<file path="config.mk">
export PLATFORM = sky130hd
export DESIGN_NAME = mdu_seq
export DESIGN_NICKNAME = d
export VERILOG_FILES = /design/src/rtl/mdu_seq.sv
export SDC_FILE = /design/constraint.sdc
export NUM_CORES = 1
export LEC_CHECK = 0
export BUFFER_PORTS_ARGS = -buffer_cell sky130_fd_sc_hd__buf_2
export CORE_UTILIZATION = 30
export CTS_CLUSTER_DIAMETER = 60
export DETAILED_ROUTE_END_ITERATION = 10
export PLACE_DENSITY = 0.56
export SKIP_LAST_GASP = 1
export SLEW_MARGIN = 0
export SYNTH_ARGS = -nofsm -noshare
export SYNTH_HDL_FRONTEND = slang
export SYNTH_SLANG_ARGS = --single-unit
</file>
<file path="constraint.sdc">
create_clock -name i_clk -period 2.6 [get_ports i_clk]
set_input_delay 0.78 -clock i_clk [delete_from_list [all_inputs] [get_ports i_clk]]
set_output_delay 0.78 -clock i_clk [all_outputs]
set_load 0.01 [all_outputs]
</file>
<file path="src/rtl/mdu_seq.sv">
// Multi-cycle MULTU/DIVU sequencer that borrows the shared alu one step per cycle and owns HI/LO.
// Optional signed support (MULT/DIV via magnitudes plus a final FIX step) enabled by `define MDU_SIGNED_EN.
module mdu_seq #(
    parameter int WIDTH = 32,
    parameter int ITER  = WIDTH
) (
    input  logic             i_clk,
    input  logic             i_rst,
    input  logic             i_start,
    input  logic             i_op,
    input  logic             i_op_signed,
    input  logic [WIDTH-1:0] i_a,
    input  logic [WIDTH-1:0] i_b,
    input  logic             i_hi_we,
    input  logic             i_lo_we,
    input  logic [WIDTH-1:0] i_wdata,
    output logic             o_busy,
    output logic             o_done,
    output logic [WIDTH-1:0] o_hi,
    output logic [WIDTH-1:0] o_lo,
    output logic             o_alu_req,
    output logic [WIDTH-1:0] o_alu_a,
    output logic [WIDTH-1:0] o_alu_b,
    output logic [3:0]       o_alu_ctrl,
    input  logic [WIDTH-1:0] i_alu_dout
);
    localparam int IW = (ITER > 1) ? $clog2(ITER) : 1;

    localparam logic [3:0] C_ADDU = 4'b0000;
    localparam logic [3:0] C_SUBU = 4'b0001;
    localparam logic [3:0] C_LT   = 4'b0110;
    localparam logic [3:0] C_AA   = 4'b0100;

    typedef enum logic [2:0] {
        S_IDLE = 3'd0,
        S_MUL  = 3'd1,
        S_DCMP = 3'd2,
        S_DSUB = 3'd3,
        S_FIN  = 3'd4
`ifdef MDU_SIGNED_EN
        , S_FIX = 3'd5
`endif
    } state_t;

    state_t           r_state;
    logic [IW-1:0]    r_iter;
    logic [WIDTH-1:0] r_b;
    logic [WIDTH-1:0] r_wh;     // P_hi (mul) / remainder R (div)
    logic [WIDTH-1:0] r_wl;     // P_lo (mul) / quotient Q (div)
    logic [WIDTH-1:0] r_hi;
    logic [WIDTH-1:0] r_lo;
    logic             r_done;

    logic [WIDTH-1:0] w_a_mag;
    logic [WIDTH-1:0] w_b_mag;
    logic [WIDTH-1:0] w_rsh;
    logic             w_qbit;
    logic             w_carry;
    logic             w_last;
    logic             w_busy;
    state_t           w_post;

`ifdef MDU_SIGNED_EN
    logic r_sgn;
    logic r_op;
    logic r_sa;
    logic r_sb;

    assign w_a_mag = (i_op_signed && i_a[WIDTH-1]) ? (~i_a + 1'b1) : i_a;
    assign w_b_mag = (i_op_signed && i_b[WIDTH-1]) ? (~i_b + 1'b1) : i_b;
    assign w_post  = r_sgn ? S_FIX : S_FIN;
`else
    logic w_unused_sgn;

    assign w_unused_sgn = i_op_signed;
    assign w_a_mag      = i_a;
    assign w_b_mag      = i_b;
    assign w_post       = S_FIN;
`endif

    // Divide step: shifted remainder, with the bit shifted out acting as the 33rd bit.
    assign w_rsh   = {r_wh[WIDTH-2:0], r_wl[WIDTH-1]};
    assign w_qbit  = r_wh[WIDTH-1] | (i_alu_dout == '0);
    assign w_carry = (i_alu_dout < r_wh);
    assign w_last  = (r_iter == IW'(ITER - 1));

    always_comb begin
        w_busy = 1'b0;
        case (r_state)
            S_MUL, S_DCMP, S_DSUB: w_busy = 1'b1;
`ifdef MDU_SIGNED_EN
            S_FIX:                 w_busy = 1'b1;
`endif
            default:               w_busy = 1'b0;
        endcase
    end

    always_comb begin
        o_alu_a    = '0;
        o_alu_b    = '0;
        o_alu_ctrl = C_AA;
        case (r_state)
            S_MUL: begin
                o_alu_a    = r_wh;
                o_alu_b    = r_b;
                o_alu_ctrl = C_ADDU;
            end
            S_DCMP: begin
                o_alu_a    = w_rsh;
                o_alu_b    = r_b;
                o_alu_ctrl = C_LT;
            end
            S_DSUB: begin
                o_alu_a    = r_wh;
                o_alu_b    = r_b;
                o_alu_ctrl = C_SUBU;
            end
            default: ;
        endcase
    end

    always_ff @(posedge i_clk) begin
        if (i_rst) begin
            r_state <= S_IDLE;
            r_iter  <= '0;
            r_b     <= '0;
            r_wh    <= '0;
            r_wl    <= '0;
            r_hi    <= '0;
            r_lo    <= '0;
            r_done  <= 1'b0;
`ifdef MDU_SIGNED_EN
            r_sgn   <= 1'b0;
            r_op    <= 1'b0;
            r_sa    <= 1'b0;
            r_sb    <= 1'b0;
`endif
        end else begin
            r_done <= 1'b0;
            case (r_state)
                S_IDLE: begin
                    if (i_hi_we) r_hi <= i_wdata;
                    if (i_lo_we) r_lo <= i_wdata;
                    if (i_start) begin
                        r_iter <= '0;
                        r_b    <= w_b_mag;
`ifdef MDU_SIGNED_EN
                        r_sgn  <= i_op_signed;
                        r_op   <= i_op;
                        r_sa   <= i_op_signed & i_a[WIDTH-1];
                        r_sb   <= i_op_signed & i_b[WIDTH-1];
`endif
                        if (!i_op || (i_b != '0)) begin
                            r_wh    <= '0;
                            r_wl    <= w_a_mag;
                            r_state <= i_op ? S_DCMP : S_MUL;
                        end else begin
                            // Divide by zero: architectural result straight from the raw dividend.
                            r_wh    <= i_a;
                            r_wl    <= '1;
                            r_state <= S_FIN;
                        end
                    end
                end
                S_MUL: begin
                    if (r_wl[0]) begin
                        r_wh <= {w_carry, i_alu_dout[WIDTH-1:1]};
                        r_wl <= {i_alu_dout[0], r_wl[WIDTH-1:1]};
                    end else begin
                        r_wh <= {1'b0, r_wh[WIDTH-1:1]};
                        r_wl <= {r_wh[0], r_wl[WIDTH-1:1]};
                    end
                    r_iter <= r_iter + 1'b1;
                    if (w_last) r_state <= w_post;
                end
                S_DCMP: begin
                    r_wh    <= w_rsh;
                    r_wl    <= {r_wl[WIDTH-2:0], w_qbit};
                    r_state <= S_DSUB;
                end
                S_DSUB: begin
                    // Always spent, even when no subtract is due, so divide latency is fixed.
                    if (r_wl[0]) r_wh <= i_alu_dout;
                    r_iter  <= r_iter + 1'b1;
                    r_state <= w_last ? w_post : S_DCMP;
                end
`ifdef MDU_SIGNED_EN
                S_FIX: begin
                    if (!r_op) begin
                        if (r_sa ^ r_sb) {r_wh, r_wl} <= ~{r_wh, r_wl} + 1'b1;
                    end else begin
                        if (r_sa ^ r_sb) r_wl <= ~r_wl + 1'b1;
                        if (r_sa)        r_wh <= ~r_wh + 1'b1;
                    end
                    r_state <= S_FIN;
                end
`endif
                S_FIN: begin
                    r_hi    <= r_wh;
                    r_lo    <= r_wl;
                    r_done  <= 1'b1;
                    r_state <= S_IDLE;
                end
                default: r_state <= S_IDLE;
            endcase
        end
    end

    assign o_busy    = w_busy;
    assign o_alu_req = w_busy;
    assign o_done    = r_done;
    assign o_hi      = r_hi;
    assign o_lo      = r_lo;

endmodule

</file>
==> results.md <==
- Synth Instances: 1285
- Layout area overhead: 26.38%
- GPL Wtd Cong: 0.8627
- CP Data Required Time: 1.82 ns
- Core Footprint: 31640 um2
- FP Rows: 65
- FF+latch count, synth: 169
- ANT nets after route: 0
- Overall Global Routing Usage: 0.2161
- Die Area: 32900 um2
- Synth Area in Compound Gates: 0.2736
- Syn Area/Cell: 7.512 um2
- Max Root-Sink Buffers: 2
- Detailed Place HPWL: 25770 um
- Post-synth cell types: 54
- Layout cells sized above 1: 0.2528
- Vias in the first global route: 9753
- Fin cells: 1927
- Number of synthesized flops with an enable pin: 0
- Hold WC Path Type: register to register
- # IOs: 270
- Clock buffer count from CTS: 17
- Sequential fraction of the synthesis area: 0.3505
- Layout Skew: 0.01530 ns
- Post-synth top flop: dfxtp_1
- DR vias: 10380
- FFs w/ async S/R, synth: 0
- Slew @ Worst Pin: 0.7230 ns
- Final WL: 36090 um
- Fill count: 3270
- Final Net Count: 1678
- Die height: 181.4 um
- Final hold vios: 0
- Path type of the worst setup path: register to primary output
- CTS root buf: clkbuf_16
- Post-Synth XOR/XNOR Area: 0
- Die Wd: 181.4 um
- Mapped Area: 9653 um2
- Worst Path Max Fanout: 11
- Main combinational cell family by area after synthesis: compound AO/OA/AOI/OAI gates
- Met1 Wirelength: 16380 um
- Tmin final: 2.559 ns
- RSZ-0062 raised after global routing: yes
- First-pass GRT wire length: 55550 um
- CTS tree: done
- DR iter-0 viols: 609
- Wire per inst: 18.73 um
- CTS clock-pin slew for the worst setup and hold paths: 0.07 ns
- # port buffers: 267
- Warnings, synthesis: 0
- Status: finished clean
- Setup crit start kind: register
- Initial antenna violation count: 9
- Placed Cells: 1887
- Adder-Cell Fraction of Synth Area: 0.04277
- Seq. cell area: 3388 um2
- Peak supply drop: 0.5277 mV
- Post-Synth Simple-Gate Area: 0.2321
- Clock sink count: 169
- Max_slew headroom: 0.5180
- Post-synth top cells: 207 x nand2_1, 169 x dfxtp_1, 117 x a21oi_1, 115 x nor2_1, 94 x a211oi_1
- DR top layer: met5
- CP Capture Type: primary output
- Drc violations: 0
- Initial Util: 0.3051
- Max Slew Vio Count: 0
- Grt ovf: 0
- Mux cell area share after synthesis: 0.03448
- LEAKAGE: 4.921 nW
- Pwr dens: 735.2 nW/um2
- Multi-input logic area: 5694 um2
- Total power: 0.008969 W
- MaxCap Viol Count: 0
- Dominant cell type by area after synthesis: dfxtp_1
- H-tree levels: 4
- Pin count of the biggest net entering global routing: 81
- Fmax: 390.8 MHz
- Post-synthesis net count: 1453
- Metal3 WL: 2740 um
- Final period util: 0.9843
- Clk_lat worst skew: 0.45 ns
- Vias per cell: 5.386
- Top cell type's share of synthesized area: 0.3505
- Top cells by area, synth: dfxtp_1 35%, nand2_1 8.0%, a211oi_1 7.3%
- Drt first pass iters: 5
- Crit path arrival time: 1.78 ns
- Count leader, synth: nand2_1
- Setup-failing EPs final: 0
- Met2 WL: 16010 um
[layout by cell type, fill, tap and decap left out, types with 35 or more instances in the layout]
| cell type | instances |
|---|---|
| a211oi_1 | 94 |
| a21oi_1 | 117 |
| buf_2 | 266 |
| buf_4 | 43 |
| dfxtp_1 | 165 |
| nand2_1 | 207 |
| nor2_1 | 111 |
| nor2b_1 | 35 |
| nor3_1 | 67 |
| o21ai_1 | 40 |
[metrics by stage]
stage	utilization	TNS (ns)	hold slack, ns	setup slack [ns]	instance area (um2)
after CTS	0.3831	-0.1007	0.4524	-0.02504	12120
after global routing	0.3856	-0.5272	0.4682	-0.05526	12200
after floorplan	-	0	0.4317	0.1916	9653
after detailed placement	0.3625	-0.1534	0.4418	-0.04679	11470
final	0.3856	0	0.4514	0.04086	12200
after global placement	0.3625	-0.1903	0.4369	-0.03534	11470
[power breakdown]
group          leakage [nW]  internal [W]  switching (W)
combinational          3.23       0.00114        0.00181
clock                 0.295       0.00139        0.00129
sequential             1.40       0.00298       0.000376
[cell type report]
| cell class | instances | share of cell area |
|---|---|---|
| multi-input combinational | 968 | 0.4668 |
| antenna | 2 | 0.0004103 |
| tap | 402 | 0.04123 |
| clock buffer | 17 | 0.03487 |
| sequential | 169 | 0.2777 |
| timing repair buffer | 320 | 0.1536 |
| inverter | 34 | 0.01046 |
| clock inverter | 15 | 0.01487 |
[registers in the layout, indices dropped and copies added, names as in the netlist]
register and cells:
o_hi 32, o_lo 32, r_wh 32, r_b 32, r_wl 32, r_iter 5
r_state 3, o_done 1
[logic make-up after synthesis]
kind of cell / after synthesis
adder cells (fa/ha/maj): 33
other: 1
buffers and inverters: 148
flip-flops: 169
multiplexers: 33
AO/OA/AOI/OAI: 404
AND/OR/NAND/NOR: 497
[repair_timing]
| item | 4_1_cts | 5_1_grt |
|---|---|---|
| endpoints found under the setup margin | 8 | 24 |
| pin swaps | 1 | 1 |
| resized for setup | 6 | 15 |
| hold buffers | 0 | 0 |
| buffers inserted | 0 | 4 |
| gates cloned | 1 | 1 |
[final timing paths]
kind	cells past startpoint	slack (ns)	from	end
worst max-delay path	7	0.04	r_state[1]	o_alu_a[14]
worst min-delay path	2	0.45	r_b[11]	r_b[11]
worst max register to register	7	0.39	r_wh[27]	r_wh[31]
worst min register to register	2	0.45	r_b[11]	r_b[11]
[worst max-delay path: stages, from the launching register on]
cell and delay [ns]:
dfxtp_2 0.34, inv_1 0.07, nor3_4 0.26, buf_4 0.18, clkbuf_16 0.17, nand2_1 0.07, o21ai_2 0.09, buf_2 0.16
[routing by layer]
| layer | vias to the layer above | track usage |
|---|---|---|
| li1 | 5055 | - |
| met1 | 4844 | 0.2850 |
| met2 | 411 | 0.3352 |
| met3 | 54 | 0.05897 |
| met4 | 14 | 0.08068 |
| met5 | - | 0 |
Note: power is estimated with default switching activity, not from simulation.
